<file path="src/rtl/execute_muldiv_seq.sv">
// execute_muldiv_seq -- iterative RV32M multiply/divide sequencer.
//
// Sits beside the single-cycle ALU in the execute stage. It accepts one
// M-extension op from decode. A multiply runs as a 32-cycle shift-add and a
// divide runs as a 32-cycle restoring divide. Divide-by-zero and signed
// overflow are resolved in one cycle. While the op is in progress the
// sequencer stalls the front of the pipeline. When the op completes it
// presents the result for one cycle, together with the destination register.
//
// Optional feature macro: MULDIV_FAST_MUL_EN
//   When defined, all multiplies use a single 64-bit product operator and
//   complete in one cycle. Divides are unchanged.
//
// Ports
//   clk           core clock; all state changes on the rising edge
//   rst           asynchronous active-high reset
//   start         decode presents a valid M-extension op this cycle
//   op[2:0]       funct3: MUL, MULH, MULHSU, MULHU, DIV, DIVU, REM, REMU
//   rs_data1      operand A (multiplicand / dividend)
//   rs_data2      operand B (multiplier / divisor)
//   decode_rd     destination register of the op
//   flush         abort the current op (redirect)
//   busy          sequencer not idle
//   stall         hold decode/fetch
//   result_valid  one-cycle pulse: result / result_rd valid
//   result        op result (held until the next completion)
//   result_rd     destination register of result (held likewise)
module execute_muldiv_seq #(
  parameter int unsigned XLEN = 32,
  parameter int unsigned ITER = 32
) (
  input  logic            clk,
  input  logic            rst,
  input  logic            start,
  input  logic [2:0]      op,
  input  logic [XLEN-1:0] rs_data1,
  input  logic [XLEN-1:0] rs_data2,
  input  logic [4:0]      decode_rd,
  input  logic            flush,
  output logic            busy,
  output logic            stall,
  output logic            result_valid,
  output logic [XLEN-1:0] result,
  output logic [4:0]      result_rd
);

  typedef enum logic [1:0] {
    S_IDLE = 2'd0,
    S_CALC = 2'd1,
    S_DONE = 2'd2
  } state_t;

  state_t            state_q, state_d;
  logic [5:0]        cnt_q, cnt_d;
  logic [2:0]        op_q, op_d;
  logic [4:0]        rd_q, rd_d;
  logic              neg_ab_q, neg_ab_d;    // product / quotient sign
  logic              neg_a_q, neg_a_d;      // remainder sign
  logic [2*XLEN-1:0] acc_q, acc_d;          // multiply accumulator
  logic [2*XLEN-1:0] mcand_q, mcand_d;      // multiplicand, shifts left
  logic [XLEN-1:0]   mplier_q, mplier_d;    // multiplier, shifts right
  logic [XLEN-1:0]   rem_q, rem_d;          // partial remainder
  logic [XLEN-1:0]   quo_q, quo_d;          // dividend in, quotient out
  logic [XLEN-1:0]   dvsr_q, dvsr_d;
  logic [XLEN-1:0]   result_q, result_d;
  logic [4:0]        result_rd_q, result_rd_d;

  // Operand decode on the incoming op
  logic            a_signed, b_signed, a_neg, b_neg;
  logic [XLEN-1:0] a_mag, b_mag;
  logic            div_zero, div_ovf, special, direct;
  logic [XLEN-1:0] direct_res;

  assign a_signed = op[2] ? ~op[0] : (op == 3'b001 || op == 3'b010);
  assign b_signed = op[2] ? ~op[0] : (op == 3'b001);
  assign a_neg    = a_signed & rs_data1[XLEN-1];
  assign b_neg    = b_signed & rs_data2[XLEN-1];
  // A negated 0x80000000 stays 0x80000000, which is the correct unsigned magnitude
  assign a_mag    = a_neg ? (~rs_data1 + 1'b1) : rs_data1;
  assign b_mag    = b_neg ? (~rs_data2 + 1'b1) : rs_data2;

  assign div_zero = (rs_data2 == '0);
  assign div_ovf  = ~op[0] & (rs_data1 == {1'b1, {(XLEN-1){1'b0}}}) & (rs_data2 == '1);
  assign special  = op[2] & (div_zero | div_ovf);

`ifdef MULDIV_FAST_MUL_EN
  logic [2*XLEN-1:0] fast_prod;
  logic [XLEN-1:0]   fast_res;
  // Both operands are sign/zero-extended to 64 bits. The low 64 bits of the
  // modular product are then the exact signed/unsigned product.
  assign fast_prod = {{XLEN{a_neg}}, rs_data1} * {{XLEN{b_neg}}, rs_data2};
  assign fast_res  = (op[1:0] == 2'b00) ? fast_prod[XLEN-1:0] : fast_prod[2*XLEN-1:XLEN];
  assign direct    = special | ~op[2];
`else
  assign direct    = special;
`endif

  always_comb begin
    direct_res = '0;
    if (div_zero)     direct_res = op[1] ? rs_data1 : '1;
    else if (div_ovf) direct_res = op[1] ? '0 : {1'b1, {(XLEN-1){1'b0}}};
`ifdef MULDIV_FAST_MUL_EN
    if (~op[2])       direct_res = fast_res;
`endif
  end

  // One iteration step; both datapaths advance every CALC cycle
  logic [2*XLEN-1:0] acc_nx, prod_f;
  logic [XLEN:0]     shifted;
  logic              ge;
  logic [XLEN-1:0]   rem_nx, quo_nx, quo_f, rem_f, mul_res, calc_res;

  always_comb begin
    acc_nx  = acc_q + (mplier_q[0] ? mcand_q : '0);
    shifted = {rem_q, quo_q[XLEN-1]};
    ge      = (shifted >= {1'b0, dvsr_q});
    // When ge holds, the true difference is below dvsr, so 32-bit wrap is exact
    rem_nx  = ge ? (shifted[XLEN-1:0] - dvsr_q) : shifted[XLEN-1:0];
    quo_nx  = {quo_q[XLEN-2:0], ge};
    prod_f  = neg_ab_q ? (~acc_nx + 1'b1) : acc_nx;
    quo_f   = neg_ab_q ? (~quo_nx + 1'b1) : quo_nx;
    rem_f   = neg_a_q  ? (~rem_nx + 1'b1) : rem_nx;
    mul_res = (op_q[1:0] == 2'b00) ? prod_f[XLEN-1:0] : prod_f[2*XLEN-1:XLEN];
    if (~op_q[2])   calc_res = mul_res;
    else if (op_q[1]) calc_res = rem_f;
    else            calc_res = quo_f;
  end

  always_comb begin
    state_d     = state_q;
    cnt_d       = cnt_q;
    op_d        = op_q;
    rd_d        = rd_q;
    neg_ab_d    = neg_ab_q;
    neg_a_d     = neg_a_q;
    acc_d       = acc_q;
    mcand_d     = mcand_q;
    mplier_d    = mplier_q;
    rem_d       = rem_q;
    quo_d       = quo_q;
    dvsr_d      = dvsr_q;
    result_d    = result_q;
    result_rd_d = result_rd_q;

    unique case (state_q)
      S_IDLE: begin
        if (start && !flush) begin
          op_d     = op;
          rd_d     = decode_rd;
          neg_ab_d = a_neg ^ b_neg;
          neg_a_d  = a_neg;
          acc_d    = '0;
          mcand_d  = {{XLEN{1'b0}}, a_mag};
          mplier_d = b_mag;
          rem_d    = '0;
          quo_d    = a_mag;
          dvsr_d   = b_mag;
          cnt_d    = '0;
          if (direct) begin
            result_d    = direct_res;
            result_rd_d = decode_rd;
            state_d     = S_DONE;
          end else begin
            state_d     = S_CALC;
          end
        end
      end
      S_CALC: begin
        acc_d    = acc_nx;
        mcand_d  = {mcand_q[2*XLEN-2:0], 1'b0};
        mplier_d = {1'b0, mplier_q[XLEN-1:1]};
        rem_d    = rem_nx;
        quo_d    = quo_nx;
        cnt_d    = cnt_q + 6'd1;
        if (cnt_q == 6'(ITER - 1)) begin
          result_d    = calc_res;
          result_rd_d = rd_q;
          state_d     = S_DONE;
        end
      end
      S_DONE:  state_d = S_IDLE;
      default: state_d = S_IDLE;
    endcase

    // A flush always wins. It also keeps the visible result from being updated.
    if (flush) begin
      state_d     = S_IDLE;
      result_d    = result_q;
      result_rd_d = result_rd_q;
    end
  end

  always_ff @(posedge clk or posedge rst) begin
    if (rst) begin
      state_q     <= S_IDLE;
      cnt_q       <= '0;
      op_q        <= '0;
      rd_q        <= '0;
      neg_ab_q    <= 1'b0;
      neg_a_q     <= 1'b0;
      acc_q       <= '0;
      mcand_q     <= '0;
      mplier_q    <= '0;
      rem_q       <= '0;
      quo_q       <= '0;
      dvsr_q      <= '0;
      result_q    <= '0;
      result_rd_q <= '0;
    end else begin
      state_q     <= state_d;
      cnt_q       <= cnt_d;
      op_q        <= op_d;
      rd_q        <= rd_d;
      neg_ab_q    <= neg_ab_d;
      neg_a_q     <= neg_a_d;
      acc_q       <= acc_d;
      mcand_q     <= mcand_d;
      mplier_q    <= mplier_d;
      rem_q       <= rem_d;
      quo_q       <= quo_d;
      dvsr_q      <= dvsr_d;
      result_q    <= result_d;
      result_rd_q <= result_rd_d;
    end
  end

  assign busy         = (state_q != S_IDLE);
  assign stall        = ((state_q == S_IDLE) & start) | (state_q == S_CALC);
  assign result_valid = (state_q == S_DONE) & ~flush;
  assign result       = result_q;
  assign result_rd    = result_rd_q;

endmodule

</file>
<file path="config.mk">
export PLATFORM = sky130hd
export DESIGN_NAME = execute_muldiv_seq
export DESIGN_NICKNAME = d
export VERILOG_FILES = /design/src/rtl/execute_muldiv_seq.sv
export SDC_FILE = /design/constraint.sdc
export NUM_CORES = 1
export LEC_CHECK = 0
export BUFFER_PORTS_ARGS = -buffer_cell sky130_fd_sc_hd__buf_2
export CAP_MARGIN = 20
export CORE_UTILIZATION = 35
export CTS_BUF_LIST = sky130_fd_sc_hd__clkbuf_4
export DETAILED_ROUTE_END_ITERATION = 12
export HOLD_SLACK_MARGIN = 0.02
export MAX_ROUTING_LAYER = met4
export PLACE_DENSITY = 0.47
export SKIP_CTS_REPAIR_TIMING = 1
export SKIP_LAST_GASP = 1
export SLEW_MARGIN = 20
export SYNTH_ARGS = -nofsm -noshare
export SYNTH_HDL_FRONTEND = slang
export SYNTH_SLANG_ARGS = --single-unit
</file>
<file path="constraint.sdc">
create_clock -name clk -period 21.1 [get_ports clk]
set_input_delay 6.33 -clock clk [delete_from_list [all_inputs] [get_ports clk]]
set_output_delay 6.33 -clock clk [all_outputs]
set_load 0.005 [all_outputs]
</file>
# After elaboration in Yosys (flattened, before gate mapping)
# Index checks and enable logic that the tools add are counted.
[totals]
register_bits = 311
out_inout_bits = 40
wordCells = 105
[classes]
n_addsub = 8
magnitude_cmp = 1
eq_ne = 12
muxes = 41
n_bitwise = 17
n_reduce_logical = 12
[ops]
columns = ["op", "count"]
rows = [
  ["2-to-1 mux 32 bit", 18],
  ["2-to-1 mux 64 bit", 4],
  ["case mux 32 bit (2 select lines)", 4],
  ["case mux 64 bit (2 select lines)", 2],
  ["adder 32 x 1 -> 32 bit (second input constant)", 4],
  ["NOT 32 bit", 4],
  ["adder 64 x 1 -> 64 bit (second input constant)", 1],
  ["adder 64 bit", 1],
  ["== test 32 bit (second input constant)", 2],
  ["NOT 64 bit", 1],
  ["greater-or-equal comparator 33 x 32 -> 1 bit", 1],
  ["logical NOT 32 bit", 1],
  ["subtractor 32 bit", 1],
  ["2-to-1 mux 5 bit", 3],
  ["case mux 6 bit (2 select lines)", 1],
  ["case mux 5 bit (2 select lines)", 1],
  ["2-to-1 mux 2 bit", 4],
  ["AND 1 bit", 7],
  ["adder 6 x 1 -> 6 bit (second input constant)", 1],
  ["== test 6 x 5 -> 1 bit (second input constant)", 1],
  ["2-to-1 mux 6 bit", 1],
  ["inequality test 2 bit (second input constant)", 3],
  ["inequality test 3 bit (second input constant)", 2],
  ["AND reduction 2 bit", 3],
  ["other kinds (15)", 20],
]

# Depth between registers and ports, before layout
# Gate-level depths: netlist (run 1).
[depth]
word_depth = 9
ltp_mapped = 26
mapped_depth_nobuf = 20

# Worst setup path after synthesis (run 1)
# No wires, ideal clock.
[synth_timing]
kind = "input-to-output"
from = "in flush"
to = "out result_valid"
t_arrival_ps = 6536
t_required_ps = 14770
setup_slack_ps = 8234
cell_stages = 1
n_path_buf = 0
path_cell_list = "nor3b_1"
[synth_between]
elab_chain_len = 2
[synth_lines]
columns = ["element", "line", "text"]
rows = [
  ["start, declared", "39", "input logic flush,"],
  ["NOT 1 bit (no source line)", "--", ""],
  ["AND 1 bit", "229", "assign result_valid = (state_q == S_DONE) & ~flush;"],
  ["end, declared", "42", "output logic result_valid,"],
]
# No other way between the ends.

# Worst setup path after layout (run 1)
# Ends and elaborated chain as after synthesis.

==> results of run 1 <==
## sequential cells by signal, summed over array words and instances, names as in the netlist
signal	count
result_rd	5
acc_q	64
quo_q	32
cnt_q	6
rem_q	32
result	32
op_q	3
mplier_q	32
rd_q	5
mcand_q	64
dvsr_q	32
neg_ab_q	1
state_q	2
neg_a_q	1
## layout make-up
cell class	count	share of cell area
Clock inverter	34	0.00597
Antenna cell	10	0.000866
Tap cell	969	0.0419
Sequential cell	311	0.269
Multi-Input combinational cell	2796	0.600
Inverter	91	0.0121
Clock buffer	140	0.0364
Timing Repair Buffer	165	0.0338
## kinds of logic (layout without fill, tap and decap cells)
family          after synthesis  after routing  share of synthesized area
mux                          50             50                     0.0197
compound gates             1065           1065                      0.266
other cells                   0             10                          0
simple gates               1381           1381                      0.256
xor+xnor                    196            196                     0.0653
flops                       311            311                      0.296
fa+ha+maj                   104            104                     0.0501
buf+inv                     321            430                     0.0469
## worst min-delay path by stage
stage | startpoint | to | slack [ns] | cells past startpoint
after floorplan | mplier_q[8]$_DFFE_PP0P_ | mplier_q[7]$_DFFE_PP0P_ | 0.44 | 2
after global placement | rd_q[4]$_DFFE_PP0P_ | rd_q[4]$_DFFE_PP0P_ | 0.46 | 2
after detailed placement | rd_q[0]$_DFFE_PP0P_ | rd_q[0]$_DFFE_PP0P_ | 0.46 | 2
after CTS | mplier_q[21]$_DFFE_PP0P_ | mplier_q[20]$_DFFE_PP0P_ | 0.43 | 1
after global routing | mplier_q[21]$_DFFE_PP0P_ | mplier_q[20]$_DFFE_PP0P_ | 0.46 | 1
final | mplier_q[21]$_DFFE_PP0P_ | mplier_q[20]$_DFFE_PP0P_ | 0.46 | 1
## per-stage QoR
stage	instances	utilization	total power (W)	hold WS (ns)
after CTS	4506	0.389	0.00358	0.431
after global routing	4516	0.389	0.00384	0.456
final	4516	0.389	0.00359	0.461
after floorplan	3428	-	0.00224	0.443
after global placement	4332	0.372	0.00292	0.458
after detailed placement	4332	0.372	0.00293	0.462
## layout by cell type (no fill, tap or decap), types with 39 or more instances in the layout
| cell type | instances |
|---|---|
| nand2_1 | 455 |
| dfrtp_1 | 309 |
| o21ai_0 | 274 |
| nor2_1 | 259 |
| a21oi_1 | 246 |
| nand3_1 | 194 |
| clkbuf_4 | 140 |
| buf_2 | 115 |
| xnor2_1 | 114 |
| ha_1 | 102 |
| inv_1 | 90 |
| and2_1 | 84 |
| xor2_1 | 82 |
| nor3_1 | 78 |
| nand4_1 | 76 |
| a21o_1 | 61 |
| o31ai_1 | 56 |
| o22ai_1 | 53 |
| buf_4 | 48 |
| mux2i_1 | 45 |
| or3_1 | 39 |
## layer usage
metal  vias to the layer above  track usage  wire length, µm
met3                       213       0.0440             6200
li1                      12800            -                -
met4                         0        0.125             4980
met2                       939        0.498            55200
met1                     13600        0.400            52100
met5                         -            -                0
## where the power goes
group	switching (W)	total, W	internal (W)
Clock	0.000316	0.000632	0.000316
Combinational	0.00139	0.00208	0.000689
Sequential	0.000159	0.000881	0.000722
==> impl_metrics.toml, run 1 <==
[yosys]
synthDistinctLibCells = 94
synth_most_common_cell = "nand2_1"
netlist_instances = 3428
ys_seq_elements = 311
synth_area_um2 = 26300
syn_area_per_cell_um2 = 7.67
syn-num-nets = 3608
synth_common_cells = "455 x nand2_1, 311 x dfrtp_1, 274 x o21ai_0"
yosys.area.top_type_share = 0.296
synth-main-ff-cell = "dfrtp_1"
seq_area_frac_synth = 0.296
yosys_warnings = 0
yosys.area.top_type = "dfrtp_1"
synthTopCellsByArea = "dfrtp_1 30%, nand2_1 6.5%, o21ai_0 5.2%"
synth_edf_count = 0
ys_async_sr_fraction = 1.00

[worst_setup_path]
worstReg2RegEnd = "result[17]$_DFFE_PP0P_"
crit_buf_inv = 2
cp_cell_sequence = "buf_2 -> nor3b_1 -> buf_2"
ff2ff_path_depth = 14
worstSetupPathType = "primary input to output port"
crit_start = "flush"
max_stage_delay_ns = 0.18
r2r_setup_slack_ns = 14.17
required_ns = 14.77
critPathMaxFanout = 6
setup.worst_path.end = "result_valid"
path_delay_family = "buffers and inverters"
critPathLaunchType = "primary input"
cp.depth = 3
end_kind = "output port"
reg2reg_from = "mplier_q[0]$_DFFE_PP0P_"
slowest_stage = "nor3b_1"
worstPathArrival_ns = 6.80
critPathMostFrequentCell = "buf_2"

[clock_tree]
cts_root_buffer = "clkbuf_4"
clockBufferDepth = 3
clk_latency_ns = 0.94
clk_pin_slew_ns = 0.06
cts_buffers = 99
cts_sinks = 311
htree_levels = 3
cts_tree = "yes"

[sta]
finalCritPeriodShare = 0.622
setup_viol = 0
timing.fmax_mhz = 76.2
rsz0062_at_grt = "false"
fin_worst_skew_ns = 0.101
period_minus_slack_ns = 13.13
setup_ws_ns = 7.97
setup_tns_ns = 0
worst_slew_pin_slew_ns = 1.30
max-slew-margin-rel = 0.135
final_max_slew_viol_count = 0
hold_viol = 0

[power]
leakage_nw = 12.4
irDropWorstVdd_mv = 0.0767
powerDensity_nw_per_um2 = 124

[finish]
area_growth_pct = 9.93
nFillCells = 7849
post-route-cell-area_um2 = 28900
drive_above_1_share = 0.111
seq_area_um2 = 7780
nets = 3644
multiInputGateArea_um2 = 17300

[hold_path]
hold_class = "register to register"

[placed_design]
dpl_worst_slack_ns = 7.98
dp_hpwl_um = 91100
io_buffers = 115
place.gp.congestion = 0.967
placedInstanceArea_um2 = 27700

[detailed_routing]
dr.first_iter.drc_count = 2304
drtPass1Iterations = 5
wl_per_cell_um = 26.2
drtAntennaViolNets = 0
vias = 27500
wl_um = 118000
avgViaCountPerCell = 6.09
drc_errors = 0

[grt]
grt.overflow.total = 0
grt_pass1_wl_um = 176000
grt_pass1_vias = 26600
grt_max_degree = 207
antenna_found_initial = 8
grt_use_total = 0.313

[die]
io_pins = 116
coreArea_um2 = 74300
die_area_um2 = 76200
initial_core_util = 0.354
die-width_um = 276
rows = 100
dieHeight_um = 276

[job]
max-cap-violations = 0

[status]
status = "complete, no violations"
(Power assumes the default switching activity.)
==> inputs of run 2 (changes only) <==
Settings changed: PLACE_DENSITY 0.47 to 0.49.
Clock period 21.1 ns to 11.95 ns, I/O delays scaled along.
==> run 2 against run 1 <==
Effect of this change: non-clock buffer count decreased by 11; highest routed layer unchanged; largest cell class unchanged; sequential cell count unchanged; via count decreased by 0.30%.
==> impl_metrics.toml, run 2 (same netlist as run 1, synthesis figures left out) <==
[placed_design]
dp.cells = 4321
dpl_worst_slack_ns = 3.81
io_buffers = 115
dp_hpwl_um = 86700
placedInstanceArea_um2 = 27500
place.gp.congestion = 0.974

[sta]
setup_tns_ns = 0
fin_worst_skew_ns = 0.0905
rsz0062_at_grt = "false"
worst_slew_pin_slew_ns = 1.02
timing.fmax_mhz = 127
finalCritPeriodShare = 0.657
max-slew-margin-rel = 0.313
setup_ws_ns = 4.10
period_minus_slack_ns = 7.85
final_max_slew_viol_count = 0
hold_viol = 0
setup_viol = 0

[finish]
multiInputGateArea_um2 = 17300
seq_area_um2 = 7780
fin_cells = 4496
nFillCells = 7940
layout_commonest_cell = "nand2_1"
reg.largest.list = "acc_q (64), mcand_q (64)"
post-route-cell-area_um2 = 28800
drive_above_1_share = 0.109
area_growth_pct = 9.58
final_cell_mix = "455 x nand2_1, 310 x dfrtp_1, 274 x o21ai_0, 258 x nor2_1, 246 x a21oi_1"
nets = 3631

[grt]
grt_use_total = 0.297
antenna_found_initial = 4
grt_max_degree = 101
grt.overflow.total = 0
grt_pass1_wl_um = 168000
grt_pass1_vias = 26200

[clock_tree]
clockBufferDepth = 3
htree_levels = 3
cts_tree = "yes"
clk_pin_slew_ns = 0.05
cts_sinks = 311
cts_root_buffer = "clkbuf_4"
clk_latency_ns = 0.95
cts_buffers = 97

[die]
die-width_um = 276
coreArea_um2 = 74300
die_area_um2 = 76200
io_pins = 116
dieHeight_um = 276
initial_core_util = 0.354
rows = 100

[power]
seq_power_share = 0.238
p_int_w = 0.00305
power_frac_comb = 0.584
swShare = 0.519
powerDensity_nw_per_um2 = 220
power_w = 0.00634
leakage_nw = 12.3
clockPowerShare = 0.179
power.net_switching_w = 0.00329
irDropWorstVdd_mv = 0.115

[worst_setup_path]
critPathLaunchType = "primary input"
ff2ff_path_depth = 15
worstSetupPathType = "primary input to output port"
cp_cell_sequence = "buf_2 -> nor2_1 -> nor2_1 -> buf_2"
worstPathArrival_ns = 4.26
critPathMaxFanout = 4
cp.depth = 4
required_ns = 8.37
worstReg2RegEnd = "result[24]$_DFFE_PP0P_"
crit_start = "start"
r2r_setup_slack_ns = 5.10
crit_buf_inv = 2
end_kind = "output port"
reg2reg_from = "mplier_q[0]$_DFFE_PP0P_"
slowest_stage = "nor2_1"
setup.worst_path.end = "stall"
path_delay_family = "simple AND/OR/NAND/NOR gates"
max_stage_delay_ns = 0.34

[detailed_routing]
dr.first_iter.drc_count = 2559
vias = 27400
avgViaCountPerCell = 6.10
wl_um = 113000
wl_per_cell_um = 25.1
drtAntennaViolNets = 0
drc_errors = 0
drtPass1Iterations = 6

[hold_path]
hold_class = "register to register"

[status]
status = "complete, no violations"

[job]
max-cap-violations = 0
## run 2: final cells by class
type	instances	share of cell area
clock inverter	29	0.00608
multi-input combinational	2796	0.602
timing repair buffer	154	0.0301
sequential	311	0.270
clock buffer	144	0.0375
inverter	91	0.0120
antenna	2	0.000174
tap	969	0.0421
## run 2: power by group through the flow
| stage | clock network [W] | logic (W) | registers [W] |
|---|---|---|---|
| final | 0.00113 | 0.00370 | 0.00151 |
| after global placement | 0 | 0.00359 | 0.00151 |
| after global routing | 0.00122 | 0.00399 | 0.00153 |
| after CTS | 0.00117 | 0.00363 | 0.00150 |
| after floorplan | 0 | 0.00253 | 0.00143 |
| after detailed placement | 0 | 0.00360 | 0.00152 |
## run 2: worst min path at each step
| stage | endpoint | cells after the start | slack [ns] | start |
|---|---|---|---|---|
| after detailed placement | rd_q[2]$_DFFE_PP0P_ | 2 | 0.46 | rd_q[2]$_DFFE_PP0P_ |
| after floorplan | mplier_q[7]$_DFFE_PP0P_ | 2 | 0.44 | mplier_q[8]$_DFFE_PP0P_ |
| after global routing | rd_q[3]$_DFFE_PP0P_ | 2 | 0.49 | rd_q[3]$_DFFE_PP0P_ |
| final | rd_q[2]$_DFFE_PP0P_ | 2 | 0.47 | rd_q[2]$_DFFE_PP0P_ |
| after global placement | rd_q[1]$_DFFE_PP0P_ | 2 | 0.46 | rd_q[1]$_DFFE_PP0P_ |
| after CTS | rd_q[2]$_DFFE_PP0P_ | 2 | 0.48 | rd_q[2]$_DFFE_PP0P_ |
## run 2: metal layers
metal  routed length [µm]  track usage
met1                49000        0.379
met2                51900        0.466
met3                 6110       0.0374
met4                 5640        0.141
met5                    0            -
## run 2: worst register-to-register path, delay by kind of cell, from the launching register on
kind	cells	cell delay (ns)
fa+ha+maj	1	0.35
flops	1	0.32
compound gates	5	2.16
buf+inv	1	0.47
simple gates	7	2.93
xor+xnor	1	0.47
## run 2: metrics by stage
| stage | hold slack (ns) | util |
|---|---|---|
| global route | 0.495 | 0.388 |
| floorplan | 0.443 | - |
| global placement | 0.460 | 0.371 |
| detailed placement | 0.462 | 0.371 |
| finish | 0.473 | 0.388 |
| CTS | 0.475 | 0.387 |
==> inputs of run 3 (changes only) <==
Settings changed: PLACE_DENSITY 0.49 to 0.47.
Clock period 11.95 ns to 7.3 ns, I/O delays scaled along.
==> run 3 against run 2 <==
Effect of this change: total power rose by 65%; global-route usage rose by 1.9 points; clock skew fell by 0.0015 ns; sequential share of layout area fell by 0.24 points; critical path type is now register to register; combinational power rose by 63%; via count rose by 0.90%; largest power group unchanged; cell area rose by 0.88%; setup slack got worse by 3.1 ns; sequential cell count did not move.
==> impl_metrics.toml, run 3 (same netlist as run 1, synthesis figures left out) <==
[status]
status = "complete, no violations"

[die]
dieHeight_um = 276
die_area_um2 = 76200
coreArea_um2 = 74300
initial_core_util = 0.354
io_pins = 116
rows = 100
die-width_um = 276

[sta]
setup_viol = 0
finalCritPeriodShare = 0.861
hold_viol = 0
setup_tns_ns = 0
fin_worst_skew_ns = 0.0890
setup_ws_ns = 1.01
period_minus_slack_ns = 6.29
timing.fmax_mhz = 159
final_max_slew_viol_count = 0
rsz0062_at_grt = "false"
worst_slew_pin_slew_ns = 1.09
max-slew-margin-rel = 0.275

[detailed_routing]
met3_length_um = 6250
routed-wl-met2_um = 56100
avgViaCountPerCell = 6.11
top_layer = "met4"
dr.first_iter.drc_count = 2516
wl_per_cell_um = 26.3
drtAntennaViolNets = 0
met1_length_um = 52500
vias = 27700
drtPass1Iterations = 6
wl_um = 119000
drc_errors = 0

[power]
leakage_nw = 12.5
irDropWorstVdd_mv = 0.194
powerDensity_nw_per_um2 = 360
power_w = 0.0105

[clock_tree]
cts_buffers = 101
clockBufferDepth = 3
clk_latency_ns = 0.93
htree_levels = 3
cts_tree = "yes"
cts_sinks = 311
cts_root_buffer = "clkbuf_4"
clk_pin_slew_ns = 0.07

[worst_setup_path]
required_ns = 8.12
worstPathArrival_ns = 7.10
max_stage_delay_ns = 0.74
worstSetupPathType = "register to register"
cp_cell_sequence = "ha_1 -> inv_1 -> nor3_1 -> a21oi_1 -> o311ai_1 -> a21o_2 -> mux2i_1 -> ha_1 -> nand2_1 -> nor2_1 -> nand2_1 -> or3_1 -> a2111oi_2 -> nand4_1 -> o21ai_0 -> xnor2_1 -> a221oi_1 -> a2bb2oi_1"
critPathMaxFanout = 8
slowest_stage = "o311ai_1"
path_delay_family = "compound AO/OA/AOI/OAI gates"
crit_buf_inv = 1
critPathLaunchType = "register"
end_kind = "register"

[placed_design]
dp_hpwl_um = 91700
dpl_worst_slack_ns = 0.488
place.gp.congestion = 0.970
io_buffers = 115

[grt]
antenna_found_initial = 11
grt_use_total = 0.316
grt_pass1_wl_um = 178000
grt_pass1_vias = 27000
grt.overflow.total = 0
grt_max_degree = 131

[finish]
nets = 3663
drive_above_1_share = 0.116
area_growth_pct = 10.5
layout_commonest_cell = "nand2_1"
reg.largest.list = "acc_q (64), mcand_q (64)"
final_cell_mix = "455 x nand2_1, 310 x dfrtp_1, 274 x o21ai_0, 259 x nor2_1, 246 x a21oi_1"

[hold_path]
hold_class = "register to register"

[job]
max-cap-violations = 0
run 3: cell count changes in the layout (fill, tap and decap cells not counted), sizes merged:
| cell | previous run | this run |
|---|---|---|
| buf | 154 | 182 |
| clkinvlp | 1 | 3 |
| diode | 2 | 4 |
| inv | 95 | 93 |
| bufinv | 1 | 2 |
| clkbuf | 144 | 143 |
| clkinv | 23 | 22 |
run 3: final timing paths:
check	cells past startpoint	startpoint	slack (ns)	endpoint
setup reg to reg	18	rem_q[20]$_DFFE_PP0P_	1.01	result[28]$_DFFE_PP0P_
max in group asynchronous	4	rst	4.44	dvsr_q[21]$_DFFE_PP0P_
setup / recovery	18	rem_q[20]$_DFFE_PP0P_	1.01	result[28]$_DFFE_PP0P_
min in group asynchronous	3	rst	1.44	quo_q[3]$_DFFE_PP0P_
hold reg to reg	2	mcand_q[33]$_DFFE_PP0P_	0.47	mcand_q[34]$_DFFE_PP0P_
hold / removal	2	mcand_q[33]$_DFFE_PP0P_	0.47	mcand_q[34]$_DFFE_PP0P_
run 3: metrics by stage:
stage               std cells   util  area (µm²)  hold WS, ns
floorplan                3428      -       26300        0.443
CTS                      4521  0.391       29100        0.460
detailed placement       4349  0.374       27800        0.460
global placement         4349  0.374       27800        0.460
global route             4524  0.391       29100        0.506
finish                   4525  0.391       29100        0.471
run 3: area by class of cell:
cell class | instances | area, µm²
Clock buffer | 143 | 1070
Clock inverter | 29 | 194
Timing Repair Buffer | 182 | 1100
Fill cell | 7906 | 45300
Sequential cell | 311 | 7780
Multi-Input combinational cell | 2796 | 17300
Inverter | 91 | 345
Tap cell | 969 | 1210
Antenna cell | 4 | 10.0
run 3: tightest hold or removal path: stages (launching register included):
cell	delay [ns]
dfrtp_1	0.36
nand2_1	0.06
nand2_1	0.05
run 3: where the power goes:
| group | internal [W] | switching, W |
|---|---|---|
| Sequential | 0.00209 | 0.000470 |
| Combinational | 0.00202 | 0.00401 |
| Clock | 0.000968 | 0.000912 |
| Total | 0.00507 | 0.00539 |
run 3: metal layers:
| metal | vias up | GRT usage |
|---|---|---|
| met5 | - | - |
| met4 | 0 | 0.105 |
| met3 | 197 | 0.0428 |
| met2 | 947 | 0.511 |
| met1 | 13700 | 0.405 |
| li1 | 12800 | - |
